==> src/rtl/mult_div_controller.sv <==
// mult_div_controller
//   Sequences the shared iterative multiply/divide unit for MULT and DIV.
//   Signed 2*WIDTH-bit product, or signed quotient/remainder, computed on
//   operand magnitudes over WIDTH iteration cycles, then sign-corrected into
//   the HI/LO registers. DIV by zero is flagged without touching HI/LO.
//
// Ports:
//   clk        rising-edge clock
//   reset      asynchronous active-low reset
//   start      request, sampled only in IDLE
//   op         0 = MULT, 1 = DIV
//   a, b       two's complement operands (rs, rt)
//   busy       high whenever the unit is not idle
//   done       one-cycle completion pulse
//   div_zero   pulse with done when DIV had b == 0
//   hilo_write pulse with done when hi/lo were updated
//   hi, lo     product[2W-1:W]/product[W-1:0] or remainder/quotient
module mult_div_controller #(
    parameter int WIDTH = 32
) (
    input  logic             clk,
    input  logic             reset,
    input  logic             start,
    input  logic             op,
    input  logic [WIDTH-1:0] a,
    input  logic [WIDTH-1:0] b,
    output logic             busy,
    output logic             done,
    output logic             div_zero,
    output logic             hilo_write,
    output logic [WIDTH-1:0] hi,
    output logic [WIDTH-1:0] lo
);

    localparam int CW = $clog2(WIDTH);

    typedef enum logic [2:0] {
        IDLE,
        MULT,
        DIV,
        FIX,
        DONE
    } state_t;

    state_t             state;
    logic [CW-1:0]      cnt;
    logic [WIDTH-1:0]   mag_a;
    logic [WIDTH-1:0]   mag_b;
    logic               sa;
    logic               sb;
    logic               op_r;
    logic               err;
    // MULT: {partial product, remaining multiplier bits}
    // DIV : low half shifts dividend bits out and quotient bits in
    logic [2*WIDTH-1:0] acc;
    logic [WIDTH-1:0]   rem;

    logic [WIDTH-1:0]   abs_a;
    logic [WIDTH-1:0]   abs_b;
    logic [WIDTH:0]     madd;
    logic [WIDTH:0]     shifted;
    logic [WIDTH:0]     diff;
    logic [2*WIDTH-1:0] prod_fix;
    logic [WIDTH-1:0]   quo_fix;
    logic [WIDTH-1:0]   rem_fix;

    always_comb begin
        abs_a    = a[WIDTH-1] ? -a : a;
        abs_b    = b[WIDTH-1] ? -b : b;
        madd     = {1'b0, acc[2*WIDTH-1:WIDTH]} + {1'b0, mag_a};
        // Partial remainder plus next dividend bit; the extra top bit
        // of diff is the borrow that decides restore vs. keep.
        shifted  = {rem, acc[WIDTH-1]};
        diff     = shifted - {1'b0, mag_b};
        prod_fix = (sa ^ sb) ? -acc : acc;
        quo_fix  = (sa ^ sb) ? -acc[WIDTH-1:0] : acc[WIDTH-1:0];
        rem_fix  = sa ? -rem : rem;
    end

    always_ff @(posedge clk or negedge reset) begin
        if (!reset) begin
            state      <= IDLE;
            cnt        <= '0;
            mag_a      <= '0;
            mag_b      <= '0;
            sa         <= 1'b0;
            sb         <= 1'b0;
            op_r       <= 1'b0;
            err        <= 1'b0;
            acc        <= '0;
            rem        <= '0;
            busy       <= 1'b0;
            done       <= 1'b0;
            div_zero   <= 1'b0;
            hilo_write <= 1'b0;
            hi         <= '0;
            lo         <= '0;
        end else begin
            done       <= 1'b0;
            div_zero   <= 1'b0;
            hilo_write <= 1'b0;
            case (state)
                IDLE: begin
                    if (start) begin
                        mag_a <= abs_a;
                        mag_b <= abs_b;
                        sa    <= a[WIDTH-1];
                        sb    <= b[WIDTH-1];
                        op_r  <= op;
                        cnt   <= '0;
                        rem   <= '0;
                        acc   <= {{WIDTH{1'b0}}, (op ? abs_a : abs_b)};
                        err   <= op && (b == '0);
                        busy  <= 1'b1;
                        if (!op) begin
                            state <= MULT;
                        end else if (b != '0) begin
                            state <= DIV;
                        end else begin
                            state    <= DONE;
                            done     <= 1'b1;
                            div_zero <= 1'b1;
                        end
                    end
                end
                MULT: begin
                    if (acc[0]) begin
                        acc <= {madd, acc[WIDTH-1:1]};
                    end else begin
                        acc <= {1'b0, acc[2*WIDTH-1:WIDTH], acc[WIDTH-1:1]};
                    end
                    cnt <= cnt + CW'(1);
                    if (cnt == CW'(WIDTH-1)) state <= FIX;
                end
                DIV: begin
                    if (diff[WIDTH]) begin
                        rem <= shifted[WIDTH-1:0];
                    end else begin
                        rem <= diff[WIDTH-1:0];
                    end
                    acc <= {acc[2*WIDTH-1:WIDTH], acc[WIDTH-2:0], ~diff[WIDTH]};
                    cnt <= cnt + CW'(1);
                    if (cnt == CW'(WIDTH-1)) state <= FIX;
                end
                FIX: begin
                    if (op_r) begin
                        hi <= rem_fix;
                        lo <= quo_fix;
                    end else begin
                        hi <= prod_fix[2*WIDTH-1:WIDTH];
                        lo <= prod_fix[WIDTH-1:0];
                    end
                    state      <= DONE;
                    done       <= 1'b1;
                    hilo_write <= 1'b1;
                end
                DONE: begin
                    state <= IDLE;
                    busy  <= 1'b0;
                    err   <= 1'b0;
                end
                default: begin
                    state <= IDLE;
                    busy  <= 1'b0;
                end
            endcase
        end
    end

endmodule

==> config.mk <==
export PLATFORM = sky130hd
export DESIGN_NAME = mult_div_controller
export DESIGN_NICKNAME = d
export VERILOG_FILES = /design/src/rtl/mult_div_controller.sv
export SDC_FILE = /design/constraint.sdc
export NUM_CORES = 1
export LEC_CHECK = 0
export ABC_AREA = 1
export CAP_MARGIN = 5
export CORE_MARGIN = 2
export CORE_UTILIZATION = 50
export DETAILED_ROUTE_END_ITERATION = 8
export GPL_TIMING_DRIVEN = 0
export PLACE_DENSITY = 0.73
export SYNTH_ARGS = -nofsm -noshare
export SYNTH_HDL_FRONTEND = slang
export SYNTH_SLANG_ARGS = --single-unit
==> constraint.sdc <==
create_clock -name clk -period 2.8 [get_ports clk]
set_clock_uncertainty 0.1 [all_clocks]
set_input_delay 0.56 -clock clk [delete_from_list [all_inputs] [get_ports clk]]
set_output_delay 0.56 -clock clk [all_outputs]
set_load 0.01 [all_outputs]
# Word level (Yosys, flattened, before mapping)
# Index checks and enable logic that the tools add are counted.
# totals
regBits	239
in_bits	68
output_inout_bits	68
word_cells	78
# op_classes
addsub	8
eq_ne	6
mux	29
bitwise	4
n_reduce_logical	15
# ops
cell	count
2-to-1 mux 32 bit	9
2-to-1 mux 64 bit	3
case mux 64 bit (3 select lines)	1
negation 32 bit	4
negation 64 bit	1
case mux 32 bit (2 select lines)	1
adder 32 x 32 -> 33 bit	1
subtractor 33 x 32 -> 33 bit	1
nonzero test 32 bit	1
2-to-1 mux 3 bit	4
AND reduction 2 bit	6
case mux 5 bit (2 select lines)	1
case mux 3 bit (3 select lines)	1
== test 3 x 2 -> 1 bit (second input constant)	2
2-to-1 mux 1 bit	6
nonzero test 2 bit	3
adder 5 x 1 -> 5 bit (second input constant)	1
== test 5 bit (second input constant)	1
2-to-1 mux 5 bit	1
case mux 1 bit (2 select lines)	2
== test 3 x 1 -> 1 bit (second input constant)	1
logical NOT 3 bit	1
inverter 1 bit	3
AND reduction 3 bit	1
6 further kinds	6

# Depth between registers and ports, before layout
# logic_depth
ltp_word	5
ltp_mapped	18
mapped_depth_nobuf	17

# Worst setup path after synthesis
# No wires, ideal clock.
# synth_path
path_kind	flip-flop to flip-flop
startpoint	reg acc[31]
endpoint	reg rem[6]
setup_ns	0.118
t_arrival_ns	2.179
required_ns	2.582
slack_ns	0.403
path_stages_with_launch	19
path_buffers	1
synth_period_minus_slack_ns	2.397
cell_sequence	dfrtp_1 inv_1 ha_1 fa_1 inv_1 nand2_1 nand2_1 nand3_1 nand2_2 nand2_2 nand2_2 nand2_4 nand2_4 nand2_8 nand2_4 buf_8 nand2_2 nand3_1 nand2_1
# synth_between
elab_chain_len	3
# synth_rtl
element	line	text
start, declared	55	logic [2*WIDTH-1:0] acc;
start signal, assigned	112	acc <= {{WIDTH{1'b0}}, (op ? abs_a : abs_b)};
start signal, assigned	128	acc <= {madd, acc[WIDTH-1:1]};
start signal, assigned	130	acc <= {1'b0, acc[2*WIDTH-1:WIDTH], acc[WIDTH-1:1]};
subtractor 33 x 32 -> 33 bit	74	diff = shifted - {1'b0, mag_b};
2-to-1 mux 32 bit	136	if (diff[WIDTH]) begin
case mux 32 bit (2 select lines)	102	case (state)
end signal, assigned	137	rem <= shifted[WIDTH-1:0];
end signal, assigned	139	rem <= diff[WIDTH-1:0];
end, declared	56	logic [WIDTH-1:0] rem;
# No other way between the ends.
# A chain may end at the register's enable or synchronous reset.

# Worst setup path in the final report
# layout_path
startpoint	reg sb
endpoint	reg hi[13]
# layout_between
elab_chain_len	3
# layout_rtl
element	line	text
start, declared	50	logic sb;
start signal, assigned	108	sb <= b[WIDTH-1];
XOR 1 bit	75	prod_fix = (sa ^ sb) ? -acc : acc;
2-to-1 mux 64 bit	75	
2-to-1 mux 32 bit	146	if (op_r) begin
end signal, assigned	147	hi <= rem_fix;
end signal, assigned	150	hi <= prod_fix[2*WIDTH-1:WIDTH];
end, declared	31	output logic [WIDTH-1:0] hi,
# No other way between the ends.

==> key figures <==
Outcome
  – Status: complete, but fails checks
  – Failing checks: setup timing

Floorplanning
  – Core Area: 0.03991 mm2
  – Core Rows: 73
  – Boundary Pins: 136
  – Initial Util: 50.95%
  – Die area: 0.04230 mm2
  – Die Y: 205.7 um
  – Die W: 205.7 um

Synthesis
  – Seq cells post-synth: 239
  – Post-synth EDFFs: 0
  – Synth Instances: 3335
  – Post-Syn Area per Cell: 6.098 um2
  – Top cell type by total area after synthesis: dfrtp_1
  – Synth top area cells: dfrtp_1, nand2_1, nand3_1
  – Seq/Total Area, Yosys: 29.41%
  – Post-synth top flop: dfrtp_1
  – Synth unique cells: 49
  – Asr flop ratio synth: 100.0%
  – Share of the synthesized area in the top cell type: 29.41%
  – Synthesized area: 0.02034 mm2
  – Yosys warns: 0
  – Count leader, synth: nand2_1
  – Syn_nets: 3475
  – List of most frequent post-synthesis cells: nand2_1, nor2_1, inv_1

Clock tree
  – CTS sink count: 239
  – CTS Buffer Depth: 3
  – Root buffer cell: clkbuf_16
  – CTS Buf Count: 26
  – TritonCTS clock tree: done
  – Clock latency on the worst-skew pair: 0.57 ns
  – Clk slew on worst S/H paths: 0.06 ns
  – H-tree Lvls: 1

Power and ir drop
  – Sw Pwr: 19.77 mW
  – Sw frac: 57.27%
  – Gate power share: 68.5%
  – PwrDens: 1478 mW/mm2
  – Total leakage power: 11.77 nW
  – Sequential fraction of design power: 20.9%
  – Final Total Pwr: 34.52 mW
  – Internal Power: 14.75 mW
  – Clock Power Share: 10.6%
  – Maximum VDD drop: 0.6698 mV

Drt
  – Initial DRC Count: 2786
  – DR DRC count: 0
  – DRT antenna net count: 0
  – Total vias in the final route: 23580
  – DR pass1 iterations: 8
  – WL/cell: 20.92 um
  – Total wire length: 84640 um
  – DR vias/cell: 5.827

GRT
  – Remaining global-route overflow: 0
  – M1 GR Usage: 57.87%
  – GRT Util Overall: 39.73%
  – Vias in the first global route: 21560
  – Largest net degree at the start of global routing: 98
  – Initial antenna violation count: 2
  – First-pass GRT wire length: 126700 um
  – Met3 usage: 6.715%
  – Met2 Track Usage GR: 56.83%
  – GR peak layer: met1

STA
  – Fin. Hold Viols: 0
  – Slew margin rel.: 34.27%
  – Unrepaired setup endpoints after global routing: no
  – Crit share post-route: 101.6%
  – Final WS setup: -0.04397 ns
  – Tmin final: 2.844 ns
  – FMAX: 351.6 MHz
  – Final Max Tran Viols: 0
  – Final setup fails: 2
  – Tightest Pin Transition: 0.9756 ns

Final layout
  – Fillers: 3917
  – Storage cell area: 0.005983 mm2
  – Final core utilization: 58.50%
  – Count of non-filler cells in the finished layout: 4046
  – Layout cells sized above 1: 4.347%
  – Area grow syn2layout: 14.83%
  – Fin nets: 3641
  – Multi-input logic area: 0.01243 mm2

Placed design
  – Global placement routability congestion: 1.043
  – Setup slack at placement: -0.5266 ns
  – Hpwl dp: 70310 um
  – Placed cells: 3997
  – Buffers on Ports: 135

Critical path
  – CP max FO: 10
  – CP arrival: 3.15 ns
  – Data required time of the critical path: 3.11 ns
  – CP endpoint kind: register
  – Critical path startpoint category: register
  – Kind of critical path: register to register

Job
  – Max-Cap Viols: 0

Min path
  – Hold Path Class: register to register
-- final timing paths --
kind | startpoint | endpoint | slack, ns | depth (start not counted)
max | sb | hi[13] | -0.04 | 6
min | lo[18] | lo[18] | 0.38 | 2
max reg2reg | sb | hi[13] | -0.04 | 6
min reg2reg | lo[18] | lo[18] | 0.38 | 2
max in group asynchronous | reset | mag_a[30] | 0.89 | 4
min in group asynchronous | reset | hi[10] | 0.40 | 2
-- power by group through the flow --
stage	combinational [mW]	clock, mW	sequential, mW
final	23.6	3.65	7.23
after global routing	25.7	3.79	7.29
after CTS	22.8	3.63	7.06
after detailed placement	22.6	0	7.11
after global placement	22.2	0	7.05
after floorplan	14.9	0	6.42
-- what timing repair did --
| action | 4_1_cts | 5_1_grt |
|---|---|---|
| buffers inserted | 0 | 1 |
| hold buffers | 1 | 0 |
| hold endpoints to repair | 59 | 0 |
| endpoints found under the setup margin | 50 | 48 |
| gates resized for setup | 6 | 15 |
-- layout by cell type (no fill, tap or decap), types with 19 or more instances in the layout --
master,n
nand2_2,22
nand3_1,322
nor2_1,401
o21ai_0,198
nand3b_1,22
clkbuf_16,26
ha_1,67
clkdlybuf4s50_1,134
inv_1,382
nand2_1,1105
buf_2,22
nand4_1,35
nor3_1,26
a21oi_1,169
a221oi_1,22
xnor2_1,19
clkbuf_1,66
dfrtp_1,237
xor2_1,52
-- per-stage QoR --
step                hold slack, ns  cell area, um2  TNS (ns)
floorplan                   0.1644           20340         0
CTS                         0.3838           23300         0
global placement            0.3640           22340  -2062.29
global route                0.3977           23350         0
finish                      0.3815           23350  -0.04851
detailed placement          0.3695           22400    -9.365
-- registers in the layout (all words and copies together) (netlist names) --
name,cells
acc,64
busy,1
rem,32
hilo_write,1
hi,32
op_r,1
state,3
mag_b,32
mag_a,32
lo,32
cnt,5
sb,1
sa,1
done,1
div_zero,1
-- routing by layer --
layer  routed length, um  vias up
met2               33800     1363
met3                9810      202
met1               36290    10930
li1                    -    11080
met5                  14        -
met4                4718        2
-- cells by family after synthesis --
logic type      count (synthesis)  synth area share (%)
simple gates                 1972                 40.37
buf+inv                       501                 9.610
compound gates                479                 13.01
flops                         239                 29.41
xor+xnor                       72                 3.101
fa+ha+maj                      72                 4.504
-- worst max-delay path, stage by stage (launching register included) --
cell     delay [ns]
dfrtp_1        0.43
xor2_1         0.55
buf_2          0.37
buf_4          0.25
nand2_1        0.08
o21ai_0        0.74
a21oi_1        0.14
-- final cells by class --
type	instances	area share (%)
antenna	1	0.01072
inverter	398	6.403
clock buffer	36	3.161
tap	525	2.813
sequential	239	25.62
multi-input combinational	2595	53.24
timing repair buffer	139	6.119
buffer	102	1.966
clock inverter	11	0.6591
Power figures use the tool's default switching activity.
